[config.mk]
export PLATFORM = sky130hd
export DESIGN_NAME = mem_access_stage_flat
export DESIGN_NICKNAME = d
export VERILOG_FILES = /design/src/rtl/mem_access_stage_if.sv /design/src/rtl/mem_access_stage.sv /design/src/flat_wrapper.sv
export SDC_FILE = /design/constraint.sdc
export NUM_CORES = 1
export LEC_CHECK = 0
export BUFFER_PORTS_ARGS = -buffer_cell sky130_fd_sc_hd__buf_2
export CAP_MARGIN = 5
export CORE_MARGIN = 10
export CORE_UTILIZATION = 50
export DETAILED_ROUTE_END_ITERATION = 16
export MAX_ROUTING_LAYER = met4
export PLACE_DENSITY = 0.91
export REMOVE_ABC_BUFFERS = 1
export SETUP_SLACK_MARGIN = 0.1
export SLEW_MARGIN = 10
export SYNTH_ARGS = -nofsm -noshare
export SYNTH_HDL_FRONTEND = slang
export SYNTH_SLANG_ARGS = --single-unit
export TNS_END_PERCENT = 1
[constraint.sdc]
create_clock -name clk -period 2.9 [get_ports clk]
set_clock_uncertainty 0.2 [all_clocks]
set_input_delay 0.58 -clock clk [delete_from_list [all_inputs] [get_ports clk]]
set_output_delay 0.58 -clock clk [all_outputs]
set_load 0.005 [all_outputs]
[src/rtl/mem_access_stage_if.sv]
// Bundles the EX/MEM entry, the data bus and the WB result of the MEM stage.
// slave = the stage itself, master = whatever drives the stage (upstream, bus, bench).
interface mem_access_stage_if;
    localparam int unsigned XLEN  = 32;
    localparam int unsigned REG_W = 5;
    localparam int unsigned BE_W  = 4;

    // EX/MEM entry
    logic             in_valid;
    logic             in_ready;
    logic             mem_read;
    logic             mem_write;
    logic [1:0]       mem_size;
    logic             mem_unsigned;
    logic [XLEN-1:0]  res;
    logic [XLEN-1:0]  data_2;
    logic [REG_W-1:0] rd_in;
    logic             reg_write_in;

    // data bus
    logic             bus_req;
    logic             bus_we;
    logic [XLEN-1:0]  bus_addr;
    logic [BE_W-1:0]  bus_be;
    logic [XLEN-1:0]  bus_wdata;
    logic             bus_ack;
    logic [XLEN-1:0]  bus_rdata;

    // WB result
    logic             out_valid;
    logic [XLEN-1:0]  wb_data;
    logic [REG_W-1:0] wb_rd;
    logic             wb_reg_write;
    logic             addr_err;
    logic             bus_err;

    modport slave (
        input  in_valid, mem_read, mem_write, mem_size, mem_unsigned,
               res, data_2, rd_in, reg_write_in, bus_ack, bus_rdata,
        output in_ready, bus_req, bus_we, bus_addr, bus_be, bus_wdata,
               out_valid, wb_data, wb_rd, wb_reg_write, addr_err, bus_err
    );

    modport master (
        output in_valid, mem_read, mem_write, mem_size, mem_unsigned,
               res, data_2, rd_in, reg_write_in, bus_ack, bus_rdata,
        input  in_ready, bus_req, bus_we, bus_addr, bus_be, bus_wdata,
               out_valid, wb_data, wb_rd, wb_reg_write, addr_err, bus_err
    );
endinterface

[src/rtl/mem_access_stage.sv]
// MIPS MEM stage: byte/half/word loads and stores over a req/ack bus, one WB result per entry.
module mem_access_stage #(
    parameter int unsigned WAIT_MAX = 16
) (
    input  logic               clk,
    input  logic               rst,
    mem_access_stage_if.slave  m
);
    localparam int unsigned XLEN  = 32;
    localparam int unsigned REG_W = 5;
    localparam int unsigned CNT_W = (WAIT_MAX > 1) ? $clog2(WAIT_MAX) : 1;

    typedef enum logic {
        ST_IDLE   = 1'b0,
        ST_ACCESS = 1'b1
    } state_t;

    state_t             state_q, state_d;
    logic [CNT_W-1:0]   cnt_q, cnt_d;

    // bus side
    logic               bus_req_q, bus_req_d;
    logic               bus_we_q, bus_we_d;
    logic [XLEN-1:0]    bus_addr_q, bus_addr_d;
    logic [3:0]         bus_be_q, bus_be_d;
    logic [XLEN-1:0]    bus_wdata_q, bus_wdata_d;

    // instruction context held across the access
    logic               ld_q, ld_d;
    logic               uns_q, uns_d;
    logic [1:0]         size_q, size_d;
    logic [1:0]         off_q, off_d;
    logic [XLEN-1:0]    res_q, res_d;
    logic [REG_W-1:0]   rd_q, rd_d;
    logic               rw_q, rw_d;

    // WB side
    logic               out_valid_q, out_valid_d;
    logic [XLEN-1:0]    wb_data_q, wb_data_d;
    logic [REG_W-1:0]   wb_rd_q, wb_rd_d;
    logic               wb_rw_q, wb_rw_d;
    logic               addr_err_q, addr_err_d;
    logic               bus_err_q, bus_err_d;

    logic               mem_op_c;
    logic               bad_c;
    logic [XLEN-1:0]    lane_c;
    logic [XLEN-1:0]    load_val_c;

    // Classify the incoming entry: is it a memory op, and is it illegal.
    always_comb begin
        mem_op_c = m.mem_read | m.mem_write;
        bad_c    = (m.mem_read & m.mem_write)
                 | (m.mem_size == 2'b11)
                 | ((m.mem_size == 2'b01) & m.res[0])
                 | ((m.mem_size == 2'b10) & (m.res[1:0] != 2'b00));
    end

    // Pick the addressed lane out of the read word and extend it.
    always_comb begin
        lane_c     = m.bus_rdata >> {off_q, 3'b000};
        load_val_c = lane_c;
        case (size_q)
            2'b00:   load_val_c = {{24{~uns_q & lane_c[7]}},  lane_c[7:0]};
            2'b01:   load_val_c = {{16{~uns_q & lane_c[15]}}, lane_c[15:0]};
            default: load_val_c = lane_c;
        endcase
    end

    // Next-state and registered-output logic for the IDLE/ACCESS sequencer.
    always_comb begin
        state_d     = state_q;
        cnt_d       = cnt_q;
        bus_req_d   = bus_req_q;
        bus_we_d    = bus_we_q;
        bus_addr_d  = bus_addr_q;
        bus_be_d    = bus_be_q;
        bus_wdata_d = bus_wdata_q;
        ld_d        = ld_q;
        uns_d       = uns_q;
        size_d      = size_q;
        off_d       = off_q;
        res_d       = res_q;
        rd_d        = rd_q;
        rw_d        = rw_q;
        out_valid_d = 1'b0;
        wb_data_d   = wb_data_q;
        wb_rd_d     = wb_rd_q;
        wb_rw_d     = wb_rw_q;
        addr_err_d  = 1'b0;
        bus_err_d   = 1'b0;

        case (state_q)
            ST_IDLE: begin
                if (m.in_valid) begin
                    if (!mem_op_c) begin
                        out_valid_d = 1'b1;
                        wb_data_d   = m.res;
                        wb_rd_d     = m.rd_in;
                        wb_rw_d     = m.reg_write_in;
                    end else if (bad_c) begin
                        out_valid_d = 1'b1;
                        addr_err_d  = 1'b1;
                        wb_data_d   = m.res;
                        wb_rd_d     = m.rd_in;
                        wb_rw_d     = 1'b0;
                    end else begin
                        state_d     = ST_ACCESS;
                        cnt_d       = '0;
                        bus_req_d   = 1'b1;
                        bus_we_d    = m.mem_write;
                        bus_addr_d  = {m.res[XLEN-1:2], 2'b00};
                        ld_d        = m.mem_read;
                        uns_d       = m.mem_unsigned;
                        size_d      = m.mem_size;
                        off_d       = m.res[1:0];
                        res_d       = m.res;
                        rd_d        = m.rd_in;
                        rw_d        = m.reg_write_in;
                        case (m.mem_size)
                            2'b00: begin
                                bus_be_d    = 4'b0001 << m.res[1:0];
                                bus_wdata_d = {4{m.data_2[7:0]}};
                            end
                            2'b01: begin
                                bus_be_d    = 4'b0011 << m.res[1:0];
                                bus_wdata_d = {2{m.data_2[15:0]}};
                            end
                            default: begin
                                bus_be_d    = 4'b1111;
                                bus_wdata_d = m.data_2;
                            end
                        endcase
                    end
                end
            end

            ST_ACCESS: begin
                if (m.bus_ack) begin
                    state_d     = ST_IDLE;
                    bus_req_d   = 1'b0;
                    out_valid_d = 1'b1;
                    wb_rd_d     = rd_q;
                    if (ld_q) begin
                        wb_data_d = load_val_c;
                        wb_rw_d   = rw_q;
                    end else begin
                        wb_data_d = res_q;
                        wb_rw_d   = 1'b0;
                    end
                end else if (cnt_q == CNT_W'(WAIT_MAX - 1)) begin
                    state_d     = ST_IDLE;
                    bus_req_d   = 1'b0;
                    out_valid_d = 1'b1;
                    bus_err_d   = 1'b1;
                    wb_data_d   = res_q;
                    wb_rd_d     = rd_q;
                    wb_rw_d     = 1'b0;
                end else begin
                    cnt_d = cnt_q + CNT_W'(1);
                end
            end

            default: begin
                state_d   = ST_IDLE;
                bus_req_d = 1'b0;
            end
        endcase
    end

    // State register; reset discards any in-flight access.
    always_ff @(posedge clk) begin
        if (rst) begin
            state_q     <= ST_IDLE;
            cnt_q       <= '0;
            bus_req_q   <= 1'b0;
            bus_we_q    <= 1'b0;
            bus_addr_q  <= '0;
            bus_be_q    <= '0;
            bus_wdata_q <= '0;
            ld_q        <= 1'b0;
            uns_q       <= 1'b0;
            size_q      <= '0;
            off_q       <= '0;
            res_q       <= '0;
            rd_q        <= '0;
            rw_q        <= 1'b0;
            out_valid_q <= 1'b0;
            wb_data_q   <= '0;
            wb_rd_q     <= '0;
            wb_rw_q     <= 1'b0;
            addr_err_q  <= 1'b0;
            bus_err_q   <= 1'b0;
        end else begin
            state_q     <= state_d;
            cnt_q       <= cnt_d;
            bus_req_q   <= bus_req_d;
            bus_we_q    <= bus_we_d;
            bus_addr_q  <= bus_addr_d;
            bus_be_q    <= bus_be_d;
            bus_wdata_q <= bus_wdata_d;
            ld_q        <= ld_d;
            uns_q       <= uns_d;
            size_q      <= size_d;
            off_q       <= off_d;
            res_q       <= res_d;
            rd_q        <= rd_d;
            rw_q        <= rw_d;
            out_valid_q <= out_valid_d;
            wb_data_q   <= wb_data_d;
            wb_rd_q     <= wb_rd_d;
            wb_rw_q     <= wb_rw_d;
            addr_err_q  <= addr_err_d;
            bus_err_q   <= bus_err_d;
        end
    end

    // Ready is a decode of the state flop, masked while reset is held.
    assign m.in_ready     = (state_q == ST_IDLE) & ~rst;
    assign m.bus_req      = bus_req_q;
    assign m.bus_we       = bus_we_q;
    assign m.bus_addr     = bus_addr_q;
    assign m.bus_be       = bus_be_q;
    assign m.bus_wdata    = bus_wdata_q;
    assign m.out_valid    = out_valid_q;
    assign m.wb_data      = wb_data_q;
    assign m.wb_rd        = wb_rd_q;
    assign m.wb_reg_write = wb_rw_q;
    assign m.addr_err     = addr_err_q;
    assign m.bus_err      = bus_err_q;
endmodule

[src/flat_wrapper.sv]
// flat-port wrapper written by rule: the top's interface ports become plain ports
module mem_access_stage_flat 
#(
    parameter int unsigned WAIT_MAX = 16
)
  (clk, rst, m_in_valid, m_mem_read, m_mem_write, m_mem_size, m_mem_unsigned, m_res, m_data_2, m_rd_in, m_reg_write_in, m_bus_ack, m_bus_rdata, m_in_ready, m_bus_req, m_bus_we, m_bus_addr, m_bus_be, m_bus_wdata, m_out_valid, m_wb_data, m_wb_rd, m_wb_reg_write, m_addr_err, m_bus_err);
  mem_access_stage_if m_i ();
  input  logic clk;
  input  logic rst;
  input wire logic [$bits(m_i.in_valid)-1:0] m_in_valid;
  input wire logic [$bits(m_i.mem_read)-1:0] m_mem_read;
  input wire logic [$bits(m_i.mem_write)-1:0] m_mem_write;
  input wire logic [$bits(m_i.mem_size)-1:0] m_mem_size;
  input wire logic [$bits(m_i.mem_unsigned)-1:0] m_mem_unsigned;
  input wire logic [$bits(m_i.res)-1:0] m_res;
  input wire logic [$bits(m_i.data_2)-1:0] m_data_2;
  input wire logic [$bits(m_i.rd_in)-1:0] m_rd_in;
  input wire logic [$bits(m_i.reg_write_in)-1:0] m_reg_write_in;
  input wire logic [$bits(m_i.bus_ack)-1:0] m_bus_ack;
  input wire logic [$bits(m_i.bus_rdata)-1:0] m_bus_rdata;
  output wire logic [$bits(m_i.in_ready)-1:0] m_in_ready;
  output wire logic [$bits(m_i.bus_req)-1:0] m_bus_req;
  output wire logic [$bits(m_i.bus_we)-1:0] m_bus_we;
  output wire logic [$bits(m_i.bus_addr)-1:0] m_bus_addr;
  output wire logic [$bits(m_i.bus_be)-1:0] m_bus_be;
  output wire logic [$bits(m_i.bus_wdata)-1:0] m_bus_wdata;
  output wire logic [$bits(m_i.out_valid)-1:0] m_out_valid;
  output wire logic [$bits(m_i.wb_data)-1:0] m_wb_data;
  output wire logic [$bits(m_i.wb_rd)-1:0] m_wb_rd;
  output wire logic [$bits(m_i.wb_reg_write)-1:0] m_wb_reg_write;
  output wire logic [$bits(m_i.addr_err)-1:0] m_addr_err;
  output wire logic [$bits(m_i.bus_err)-1:0] m_bus_err;
  assign m_i.in_valid = m_in_valid;
  assign m_i.mem_read = m_mem_read;
  assign m_i.mem_write = m_mem_write;
  assign m_i.mem_size = m_mem_size;
  assign m_i.mem_unsigned = m_mem_unsigned;
  assign m_i.res = m_res;
  assign m_i.data_2 = m_data_2;
  assign m_i.rd_in = m_rd_in;
  assign m_i.reg_write_in = m_reg_write_in;
  assign m_i.bus_ack = m_bus_ack;
  assign m_i.bus_rdata = m_bus_rdata;
  assign m_in_ready = m_i.in_ready;
  assign m_bus_req = m_i.bus_req;
  assign m_bus_we = m_i.bus_we;
  assign m_bus_addr = m_i.bus_addr;
  assign m_bus_be = m_i.bus_be;
  assign m_bus_wdata = m_i.bus_wdata;
  assign m_out_valid = m_i.out_valid;
  assign m_wb_data = m_i.wb_data;
  assign m_wb_rd = m_i.wb_rd;
  assign m_wb_reg_write = m_i.wb_reg_write;
  assign m_addr_err = m_i.addr_err;
  assign m_bus_err = m_i.bus_err;
  mem_access_stage #(.WAIT_MAX(WAIT_MAX)) u_core (.clk(clk), .rst(rst), .m(m_i));
endmodule
=== Word level (Yosys, flattened, before mapping) ===
Cells that the tools add are included.

* Bits in read-only memories: 0
* RAM bits: 0
* Memories kept: 0
* Register bits: 158
* Latch bits: 0
* Logic and storage cells: 107
* Output and inout bits: 112
* Input port bits: 111

* Divide/modulo/power cells: 0
* Equal/unequal tests: 12
* Shift operators: 3
* Multiplexer cells: 46
* Multipliers: 0
* $lt $le $gt $ge: 0
* Reduce and logical (&&, ||, !) cells: 9
* Bitwise gates (word level): 16
* Add/subtract/negate cells: 1

{| class="wikitable"
|+ Operators by type and width
! kind !! number
|-
| $mux 32 || 6
|-
| $pmux 32 s2 || 3
|-
| $shr 32x5->32 || 1
|-
| $mux 5 || 5
|-
| $mux 1 || 20
|-
| $mux 4 || 5
|-
| $pmux 4 s2 || 2
|-
| $pmux 5 s2 || 1
|-
| $ne 2x2->1 const B || 4
|-
| $pmux 1 s2 || 4
|-
| $reduce_and 4->1 || 2
|-
| $and 1x1->1 || 6
|-
| $ne 3x3->1 const B || 2
|-
| $not 1->1 || 6
|-
| $reduce_and 5->1 || 1
|-
| $add 4x1->4 const B || 1
|-
| $eq 2x1->1 const B || 2
|-
| $eq 2x2->1 const B || 2
|-
| $eq 4x4->1 const B || 1
|-
| $logic_not 2->1 || 2
|-
| $or 1x1->1 || 4
|-
| $reduce_or 4->1 || 1
|-
| $shl 1x2->4 const A || 1
|-
| $shl 2x2->4 const A || 1
|-
| other kinds (4) || 4
|}

=== Logic depth before layout (Yosys ltp) ===
Gate-level depths: netlist (run 1).

* Depth in word-level cells: 8
* Depth in mapped cells: 7

=== Worst setup path after synthesis (run 1) ===
No wires, ideal clock.

* Kind: input to register
* From: input port m_mem_size[0]
* To: register u_core.bus_wdata_q[4], in the netlist u_core.m.bus_wdata[4]
* Arrival time: 2.009 ns
* Library setup time: 0.117 ns
* Path slack: 0.574 ns
* Stages on the path: 6
* Cell sequence: clkbuf_1 -> or3_1 -> a211oi_4 -> nor2_1 -> clkbuf_1 -> a22o_1

* Longest elaborated chain between the ends: 6

{| class="wikitable"
|+ RTL lines
! element !! RTL line !! RTL
|-
| start, declared || flat_wrapper.sv:13 || <nowiki>input wire logic [$bits(m_i.mem_size)-1:0] m_mem_size;</nowiki>
|-
| $eq 2x2->1 / $eq 2x1->1 (equally long branches) || mem_access_stage.sv:54, mem_access_stage.sv:55 ||
|-
| $or 1x1->1 / $and 1x1->1 (equally long branches) || mem_access_stage.sv:54, mem_access_stage.sv:55 ||
|-
| $or 1x1->1 || mem_access_stage.sv:55 || <nowiki>| ((m.mem_size == 2'b01) & m.res[0])</nowiki>
|-
| $or 1x1->1 (*) || mem_access_stage.sv:56 || <nowiki>| ((m.mem_size == 2'b10) & (m.res[1:0] != 2'b00));</nowiki>
|-
| $not 1->1 (no source line) (*) || -- ||
|-
| $reduce_and 4->1 (no source line) (*) || -- ||
|-
| end signal, assigned || mem_access_stage.sv:201 || <nowiki>bus_wdata_q <= bus_wdata_d;</nowiki>
|-
| end, declared || mem_access_stage.sv:26 || <nowiki>logic [XLEN-1:0] bus_wdata_q, bus_wdata_d;</nowiki>
|}

Every way passes the cells marked *; elsewhere a longest branch is shown, timed or not.
A chain may end at the register's enable or synchronous reset.

=== Worst setup path after layout (run 1) ===
* From: register u_core.state_q
* To: output port m_in_ready

* Longest elaborated chain between the ends: 2

{| class="wikitable"
|+ RTL lines
! element !! RTL line !! RTL
|-
| start, declared || mem_access_stage.sv:18 || <nowiki>state_t state_q, state_d;</nowiki>
|-
| start signal, assigned || mem_access_stage.sv:195 || <nowiki>state_q <= state_d;</nowiki>
|-
| $not 1->1 (no source line) || -- ||
|-
| $and 1x1->1 || mem_access_stage.sv:219 || <nowiki>assign m.in_ready = (state_q == ST_IDLE) & ~rst;</nowiki>
|-
| end, declared || flat_wrapper.sv:21 || <nowiki>output wire logic [$bits(m_i.in_ready)-1:0] m_in_ready;</nowiki>
|}

Every way passes these cells.

==> results.toml, run 1 <==
[die]
die_x_um = 132.3
core_area_mm2 = 0.01216
initial_utilization_pct = 51.86
core.rowCount = 40
die_h_um = 132.3
design.die.area_mm2 = 0.01751
num_io_pins = 223

[worst_setup_path]
crit_path_start_kind = "flip-flop"
max_stage_delay_ps = 530
cp.arrival_ps = 1660
crit_path_top_delay_cell = "buf_4"
r2r_slack_ps = 520
end_kind = "output port"
ff2ff_path_depth = 4
worstPathCellList = "buf_4, nor2_1, buf_2"
reg2reg_to = "u_core.m.wb_data[28]$_SDFFE_PP0P_"
path_max_fanout = 56
path_class = "reg -> out"
regToRegStartpoint = "u_core.res_q[1]$_SDFFE_PP0P_"
worstPathRequired_ps = 2120

[yosys]
seq_area_frac_synth_pct = 39.99
synth_cell_types = 49
syn_area_per_cell_um2 = 7.974
synth_edf_count = 0
synthTopCellsByCount = "151 x nand2_1, 126 x dfxtp_1, 76 x a21oi_1"
synth_area_leader_cell = "dfxtp_1"
yosysTopAreaCellShare_pct = 39.99
async_reset_ff_share_pct = 0
dominantRegCellSynth = "dfxtp_1"
syn_inst = 791
synthTopCellsByArea = "dfxtp_1 40%, nand2_1 9.0%, mux2i_1 6.2%"
ys_seq_elements = 126
synth.most_common_cell = "nand2_1"
ys_warn_count = 0
netlist_area_mm2 = 0.006307

[routing]
postRouteAntennaNets = 0
met3_length_mm = 3.298
drt-met1-wl_mm = 9.300
drt_first_iter_violations = 802
vias_per_cell = 6.029
drt_pass1_iterations = 7
wire_per_inst_um = 20.71
via_count = 7006
drc_errors = 0
wl_mm = 24.07
highest_layer = "met4"
wl_met2_mm = 10.85

[sta]
rsz0062_at_grt = "false"
fin_crit_sh_pct = 84.09
setup_viol = 0
slew_headroom_pct = 22.88
hold_viol = 0
finalMaxSlewViolations = 0
worst_pin_slew_ps = 1157
fmax_mhz = 410.1
worst_slack_ps = 461.3
period_needed_ps = 2439

[clock_tree]
cts_resized = 0
clkLatencyLatePin_ps = 410
hold_buffers = 0
cts_buffers = 17
clk_path_buf_depth = 2
clock_sinks = 126
cts_root_buf = "clkbuf_16"
postCtsSetupRepairBufs = 0
clk_pin_slew_worst_paths_ps = 60
cts_tree = "yes"
cts_max_level = 4

[final_layout]
fin_cells = 1162
final_core_util_pct = 66.29
area_delta_synth_final_pct = 27.81
layout.nets = 1089
drive_gt1_share_pct = 29.63

[global_route]
grt_pass1_vias = 6942
antenna_found_initial = 5
grtUsageTotal_pct = 26.89
grt_max_degree = 57
grt_pass1_wl_mm = 37.14
grt_overflow = 0

[min_path]
holdPathStages = 3
hp-start = "m_res[11]"
holdCritPathClass = "in -> reg"
min_to = "u_core.res_q[11]$_SDFFE_PP0P_"

[power]
cellLeakagePower_nw = 3.429
vdd_drop_max_v = 0.0004840
power_density_mw_per_mm2 = 572.9

[placement]
place_hpwl_mm = 17.18
numPlacedInstances = 1126
gp_congestion = 0.9294
place_ws_ps = 393.5
io_buffer_count = 220

[run_status]
status = "finished, final reports clean"

[flow_run]
cap_violations = 0
-- worst max-delay path: cells and delay by family, from the launching register on --
family	cells	cell delay (ps)
DFF	1	390
buffers and inverters	2	680
and+or+nand+nor	1	100
-- kinds of logic after synthesis --
logic type,after synthesis,share of synthesized area [%]
other cells,1,0.05945
flops,126,39.99
compound gates,272,28.25
simple gates,239,16.03
xor+xnor,4,0.5555
mux,45,8.332
fa+ha+maj,2,0.3570
buf+inv,102,6.427
-- worst max-delay path by stage --
stage / endpoint / cells after the start / slack [ps] / startpoint
floorplan: u_core.m.wb_data[7]$_SDFFE_PP0P_ / 4 / -1180 / u_core.state_q$_SDFF_PP0_
global placement: u_core.m.bus_wdata[15]$_SDFFE_PP0P_ / 6 / 490 / m_res[0]
global route: m_in_ready / 3 / 400 / u_core.state_q$_SDFF_PP0_
detailed placement: u_core.m.bus_wdata[15]$_SDFFE_PP0P_ / 6 / 390 / m_res[0]
finish: m_in_ready / 3 / 460 / u_core.state_q$_SDFF_PP0_
CTS: m_in_ready / 3 / 490 / u_core.state_q$_SDFF_PP0_
-- through the flow --
step | power (W) | cell area (µm²) | TNS, ps | hold WS [ps]
finish | 0.004618 | 8061 | 0 | 213.2
CTS | 0.004620 | 8049 | 0 | 194.6
global placement | 0.002687 | 7525 | 0 | 239.3
global route | 0.004793 | 8061 | 0 | 211.6
detailed placement | 0.002707 | 7525 | 0 | 243.2
floorplan | 0.002298 | 5984 | -80930 | 230.0
-- placed cells by master (no fill, tap or decap), drive strengths merged, types with 2 or more instances in the layout --
cell     netlist  routed
a211oi         5       5
a21o           9       9
a21oi         76      76
a22o           6       6
a2bb2oi        2       2
a311oi        10      10
a31o           6       6
a31oi         25      25
and3           2       2
buf           18     247
clkbuf        63      22
clkinv         0       8
conb           1       2
dfxtp        126     126
diode          0       5
inv           21      21
mux2i         39      39
mux4           6       6
nand2        151     151
nand2b         5       5
nand3          8       8
nor2          38      38
nor2b          3       3
nor3          16      16
nor3b          9       9
o2111ai        8       8
o211a          6       6
o211ai         3       3
o21ai         50      50
o221ai        16      16
o22ai         15      15
o2bb2ai        7       7
o31ai         24      24
or3            2       2
xnor2          2       2
xor2           2       2
-- layer usage --
layer / vias up / GRT usage (%)
li1: 3225 / -
met1: 3207 / 31.14
met2: 508 / 41.04
met3: 66 / 11.43
met4: 0 / 9.169
met5: - / -
-- registers in the layout, summed over array words and instances, names as in the netlist, 2 cells and up --
signal and count:
u_core.size_q 2, u_core.cnt_q 4, u_core.m.wb_data 32, u_core.rd_q 5
u_core.m.bus_be 4, u_core.m.wb_rd 5, u_core.m.bus_wdata 32, u_core.res_q 31
-- layout make-up --
cell class              count  area [µm²]
diodes                      5       12.51
clock buffers              22       454.2
clock inverters             9       70.07
fillers                  1069        4100
inverters                  21       78.83
multi-input cells         564        3395
flip-flops and latches    126        2525
well taps                 168       210.2
repair buffers            247        1316
-- report_power, final --
part | switching [W] | internal [W]
Clock | 0.000748 | 0.00118
Combinational | 0.000451 | 0.000313
Sequential | 0.0000757 | 0.00185
Total | 0.00127 | 0.00334
Power figures use the tool's default switching activity.
==> run 2, diff against run 1 <==
--- a/config.mk
+++ b/config.mk
@@ -8,10 +8,10 @@
 export BUFFER_PORTS_ARGS = -buffer_cell sky130_fd_sc_hd__buf_2
 export CAP_MARGIN = 5
 export CORE_MARGIN = 10
-export CORE_UTILIZATION = 50
+export CORE_UTILIZATION = 45
 export DETAILED_ROUTE_END_ITERATION = 16
 export MAX_ROUTING_LAYER = met4
-export PLACE_DENSITY = 0.91
+export PLACE_DENSITY = 0.87
 export REMOVE_ABC_BUFFERS = 1
 export SETUP_SLACK_MARGIN = 0.1
 export SLEW_MARGIN = 10
==> constraint.sdc (replaced) <==
create_clock -name clk -period 2 [get_ports clk]
set_clock_uncertainty 0.2 [all_clocks]
set_input_delay 0.4 -clock clk [delete_from_list [all_inputs] [get_ports clk]]
set_output_delay 0.4 -clock clk [all_outputs]
set_load 0.005 [all_outputs]
==> results.toml, run 2 (synthesis gave the netlist of run 1 again) <==
[worst_setup_path]
ff2ff_path_depth = 4
crit_path_start_kind = "flip-flop"
end_kind = "flip-flop"
worstPathRequired_ps = 2100
reg2reg_to = "u_core.m.wb_data[10]$_SDFFE_PP0P_"
cp.arrival_ps = 2150
path_class = "reg -> reg"
path_max_fanout = 7
regToRegStartpoint = "u_core.res_q[1]$_SDFFE_PP0P_"
r2r_slack_ps = -50

[global_route]
antenna_found_initial = 7
grt_overflow = 0
grt_max_degree = 39
grtUsageTotal_pct = 24.88
grt_pass1_vias = 7057
grt_pass1_wl_mm = 37.82

[die]
die_h_um = 138.4
design.die.area_mm2 = 0.01915
die_x_um = 138.4
core.rowCount = 43
core_area_mm2 = 0.01383
num_io_pins = 223
initial_utilization_pct = 45.62

[min_path]
holdCritPathClass = "in -> reg"
hp-start = "m_rd_in[1]"
min_to = "u_core.rd_q[1]$_SDFFE_PP0P_"
holdPathStages = 3

[clock_tree]
cts_max_level = 4
clk_pin_slew_worst_paths_ps = 60
clkLatencyLatePin_ps = 420
cts_buffers = 17
hold_buffers = 0
clk_path_buf_depth = 2
cts_root_buf = "clkbuf_16"
cts_tree = "yes"
clock_sinks = 126

[routing]
wire_per_inst_um = 20.29
vias_per_cell = 5.968
drt_first_iter_violations = 773
via_count = 7221
drt_pass1_iterations = 5
postRouteAntennaNets = 0
wl_mm = 24.55
drc_errors = 0

[sta]
fin_crit_sh_pct = 102.7
period_needed_ps = 2053
hold_viol = 0
setup_viol = 7
worst_slack_ps = -53.23
fmax_mhz = 487.0
finalMaxSlewViolations = 0
rsz0062_at_grt = "true"

[final_layout]
drive_gt1_share_pct = 32.78
area_delta_synth_final_pct = 34.44
multi_input_area_mm2 = 0.003440
layout.nets = 1122
fillers = 1210
final_core_util_pct = 61.32
seqCellArea_mm2 = 0.002526
mostFrequentLayoutCells = "220 x buf_2, 150 x nand2_1, 123 x dfxtp_1, 76 x a21oi_1, 54 x buf_4"
final_common_cell = "buf_2"

[power]
switching_share_pct = 27.16
vdd_drop_max_v = 0.0006361
pwr-share-clk_pct = 42.6
cellLeakagePower_nw = 3.631
combPwrFrac_pct = 17.3
pwr-share-seq_pct = 40.1
p_sw_w = 0.001890
p_int_w = 0.005067
power_density_mw_per_mm2 = 820.5

[placement]
io_buffer_count = 220
place_ws_ps = -232.0
gp_congestion = 0.9355
place_hpwl_mm = 17.83

[run_status]
violations = "setup timing"
status = "finished, violations left"

[flow_run]
cap_violations = 0
==> run 2: cell count changes in the layout (fill, tap and decap cells not counted), moves of 2 or more <==
cell,delta
buf_4,+28
buf_12,+5
clkbuf_8,+4
clkinv_2,-4
nor3b_2,+2
diode_2,+3
nor3b_1,-2
==> run 2: final cells by class <==
| cell class | instances | area share [%] |
|---|---|---|
| multi-input combinational | 564 | 40.56 |
| clock inverter | 6 | 0.6788 |
| tap | 180 | 2.656 |
| sequential | 126 | 29.79 |
| clock buffer | 25 | 5.961 |
| timing repair buffer | 280 | 19.18 |
| inverter | 21 | 0.9296 |
| antenna | 8 | 0.2361 |
==> run 2: critical path, cell delays in order, from the launching register on <==
cell and delay, ps:
dfxtp_2 360, mux4_2 560, a2111o_1 530, o2111ai_1 150, a31oi_1 120
==> run 2: timing repair <==
action / 4_1_cts / 5_1_grt
gates resized for setup: 2 / 9
pin swaps: 9 / 1
setup buffers: 0 / 0
endpoints found under the setup margin: 26 / 80
==> run 2: worst max path at each step <==
stage / start / end / slack (ps) / cells after the start
3_5_place_dp: m_bus_rdata[31] / u_core.m.wb_data[10]$_SDFFE_PP0P_ / -230 / 5
2_1_floorplan: u_core.state_q$_SDFF_PP0_ / u_core.m.wb_data[7]$_SDFFE_PP0P_ / -2080 / 4
4_1_cts: u_core.res_q[1]$_SDFFE_PP0P_ / u_core.m.wb_data[8]$_SDFFE_PP0P_ / -30 / 4
5_1_grt: u_core.res_q[1]$_SDFFE_PP0P_ / u_core.m.wb_data[8]$_SDFFE_PP0P_ / -90 / 4
3_3_place_gp: m_bus_rdata[31] / u_core.m.wb_data[14]$_SDFFE_PP0P_ / -200 / 5
6_report: u_core.res_q[1]$_SDFFE_PP0P_ / u_core.m.wb_data[10]$_SDFFE_PP0P_ / -50 / 4
==> run 2: power by group through the flow <==
stage / Clock (W) / Combinational [W] / Sequential, W
after floorplan: 0 / 0.000475 / 0.00286
after global placement: 0 / 0.00116 / 0.00283
after detailed placement: 0 / 0.00118 / 0.00283
after CTS: 0.00298 / 0.00119 / 0.00279
after global routing: 0.00310 / 0.00131 / 0.00281
final: 0.00296 / 0.00120 / 0.00279
==> run 2: through the flow <==
step / setup TNS (ps) / hold slack, ps / power (W) / instances / cell area, µm²
2_1_floorplan: -192540 / 230.0 / 0.003332 / 711 / 5984
3_3_place_gp: -5997 / 240.0 / 0.003988 / 1171 / 7850
3_5_place_dp: -8269 / 244.5 / 0.004011 / 1171 / 7850
4_1_cts: -181.2 / 17.67 / 0.006951 / 1202 / 8417
5_1_grt: -880.8 / 24.74 / 0.007212 / 1209 / 8477
6_report: -291.1 / 28.95 / 0.006957 / 1210 / 8479
==> run 2: metal layers <==
layer  wire length, µm  track usage [%]  part of all wire (%)
met1              9683            28.91                    39
met2             10970            36.55                    45
met3              3127            10.58                    13
met4               763            11.38                   3.1
met5                 0                -                     0
==> run 3, diff against run 2 <==
--- a/config.mk
+++ b/config.mk
@@ -12,6 +12,7 @@
 export DETAILED_ROUTE_END_ITERATION = 16
 export MAX_ROUTING_LAYER = met4
 export PLACE_DENSITY = 0.87
+export RECOVER_POWER = 25
 export REMOVE_ABC_BUFFERS = 1
 export SETUP_SLACK_MARGIN = 0.1
 export SLEW_MARGIN = 10
==> results.toml, run 3 (synthesis gave the netlist of run 1 again) <==
[run_status]
status = "finished, violations left"
violations = "setup timing"

[power]
p_sw_w = 0.001889
cellLeakagePower_nw = 3.418
pwr-share-clk_pct = 42.6
p_int_w = 0.005046
switching_share_pct = 27.24
pwr-share-seq_pct = 40.3
combPwrFrac_pct = 17.1
power_density_mw_per_mm2 = 824.5
vdd_drop_max_v = 0.0006332

[placement]
io_buffer_count = 220
postPlaceCellArea_mm2 = 0.007850
place_ws_ps = -232.0
gp_congestion = 0.9355
place_hpwl_mm = 17.83

[worst_setup_path]
crit_path_start_kind = "flip-flop"
ff2ff_path_depth = 4
path_class = "reg -> reg"
r2r_slack_ps = -60
worstPathRequired_ps = 2100
reg2reg_to = "u_core.m.wb_data[11]$_SDFFE_PP0P_"
regToRegStartpoint = "u_core.res_q[1]$_SDFFE_PP0P_"
cp.arrival_ps = 2150
end_kind = "flip-flop"
path_max_fanout = 7

[sta]
hold_viol = 0
fmax_mhz = 486.0
rsz0062_at_grt = "true"
period_needed_ps = 2058
finalMaxSlewViolations = 0
setup_viol = 7
worst_slack_ps = -57.71
fin_hold_ws_ps = 30.15
fin_crit_sh_pct = 102.9

[routing]
drc_errors = 0
wl_mm = 24.65
vias_per_cell = 5.962
drt_pass1_iterations = 6
via_count = 7214
wire_per_inst_um = 20.38
postRouteAntennaNets = 0
drt_first_iter_violations = 785

[final_layout]
mostFrequentLayoutCells = "167 x buf_2, 150 x nand2_1, 123 x dfxtp_1, 76 x a21oi_1, 56 x clkbuf_1"
final_core_util_pct = 60.83
seqCellArea_mm2 = 0.002526
drive_gt1_share_pct = 27.59
layout.nets = 1122
final_area_mm2 = 0.008411
final_common_cell = "buf_2"
area_delta_synth_final_pct = 33.35
multi_input_area_mm2 = 0.003440
fillers = 1242

[clock_tree]
clk_path_buf_depth = 2
clkLatencyLatePin_ps = 420
clk_pin_slew_worst_paths_ps = 60
cts_max_level = 4
cts_tree = "yes"
cts_buffers = 17
clock_sinks = 126
cts_root_buf = "clkbuf_16"
postCtsSetupRepairBufs = 0

[min_path]
holdPathStages = 3
holdCritPathClass = "in -> reg"
hp-start = "m_rd_in[1]"
min_to = "u_core.rd_q[1]$_SDFFE_PP0P_"

[global_route]
grt_overflow = 0
met3_usage_pct = 10.58
use_met1_pct = 28.91
grtUsageMet2_pct = 36.55
antenna_found_initial = 7
grt_pass1_wl_mm = 37.82
grt_max_degree = 39
grtUsageTotal_pct = 24.88
grt-busiest-layer = "met2"
grt_pass1_vias = 7057

[die]
core.rowCount = 43
die_h_um = 138.4
num_io_pins = 223
initial_utilization_pct = 45.62
die_x_um = 138.4
core_area_mm2 = 0.01383
design.die.area_mm2 = 0.01915

[flow_run]
cap_violations = 0
run 3: critical path, cell delays in order (launching register included):
cell and delay, ps:
dfxtp_2 360, mux4_2 560, a2111o_1 530, o2111ai_1 160
a31oi_1 110
run 3: area by class of cell:
cell class / instances / share of cell area, %
repair buffers: 280 / 18.52
inverters: 21 / 0.9372
well taps: 180 / 2.678
multi-input cells: 564 / 40.90
diodes: 8 / 0.2380
flip-flops and latches: 126 / 30.04
clock buffers: 25 / 6.010
clock inverters: 6 / 0.6843
run 3: how the worst max path moves through the flow:
stage / to / cells past startpoint / slack, ps / from
floorplan: u_core.m.wb_data[7]$_SDFFE_PP0P_ / 4 / -2080 / u_core.state_q$_SDFF_PP0_
global placement: u_core.m.wb_data[14]$_SDFFE_PP0P_ / 5 / -200 / m_bus_rdata[31]
detailed placement: u_core.m.wb_data[10]$_SDFFE_PP0P_ / 5 / -230 / m_bus_rdata[31]
CTS: u_core.m.wb_data[8]$_SDFFE_PP0P_ / 4 / -30 / u_core.res_q[1]$_SDFFE_PP0P_
global route: u_core.m.wb_data[8]$_SDFFE_PP0P_ / 4 / -90 / u_core.res_q[1]$_SDFFE_PP0P_
finish: u_core.m.wb_data[11]$_SDFFE_PP0P_ / 4 / -60 / u_core.res_q[1]$_SDFFE_PP0P_
run 3: routing by layer:
layer | up-vias | share of wire (%)
met3 | 77 | 13
met2 | 540 | 45
li1 | 3311 | -
met4 | 0 | 3.0
met5 | - | 0
met1 | 3286 | 39
run 3: metrics by stage:
step	std cells	total power, W	TNS, ps
floorplan	711	0.003332	-192540
global placement	1171	0.003988	-5997
detailed placement	1171	0.004011	-8269
CTS	1202	0.006951	-181.2
global route	1209	0.007193	-880.8
finish	1210	0.006935	-325.7
run 3: power by group through the flow:
stage / clock (W) / sequential [W] / combinational, W
floorplan: 0 / 0.00286 / 0.000475
global placement: 0 / 0.00283 / 0.00116
detailed placement: 0 / 0.00283 / 0.00118
CTS: 0.00298 / 0.00279 / 0.00119
global route: 0.00310 / 0.00281 / 0.00129
finish: 0.00296 / 0.00279 / 0.00119
run 3: timing repair:
item / 4_1_cts / 5_1_grt
hold buffers: 0 / 0
endpoints found under the setup margin: 26 / 80
pin swaps: 9 / 1
gates resized for setup: 2 / 9
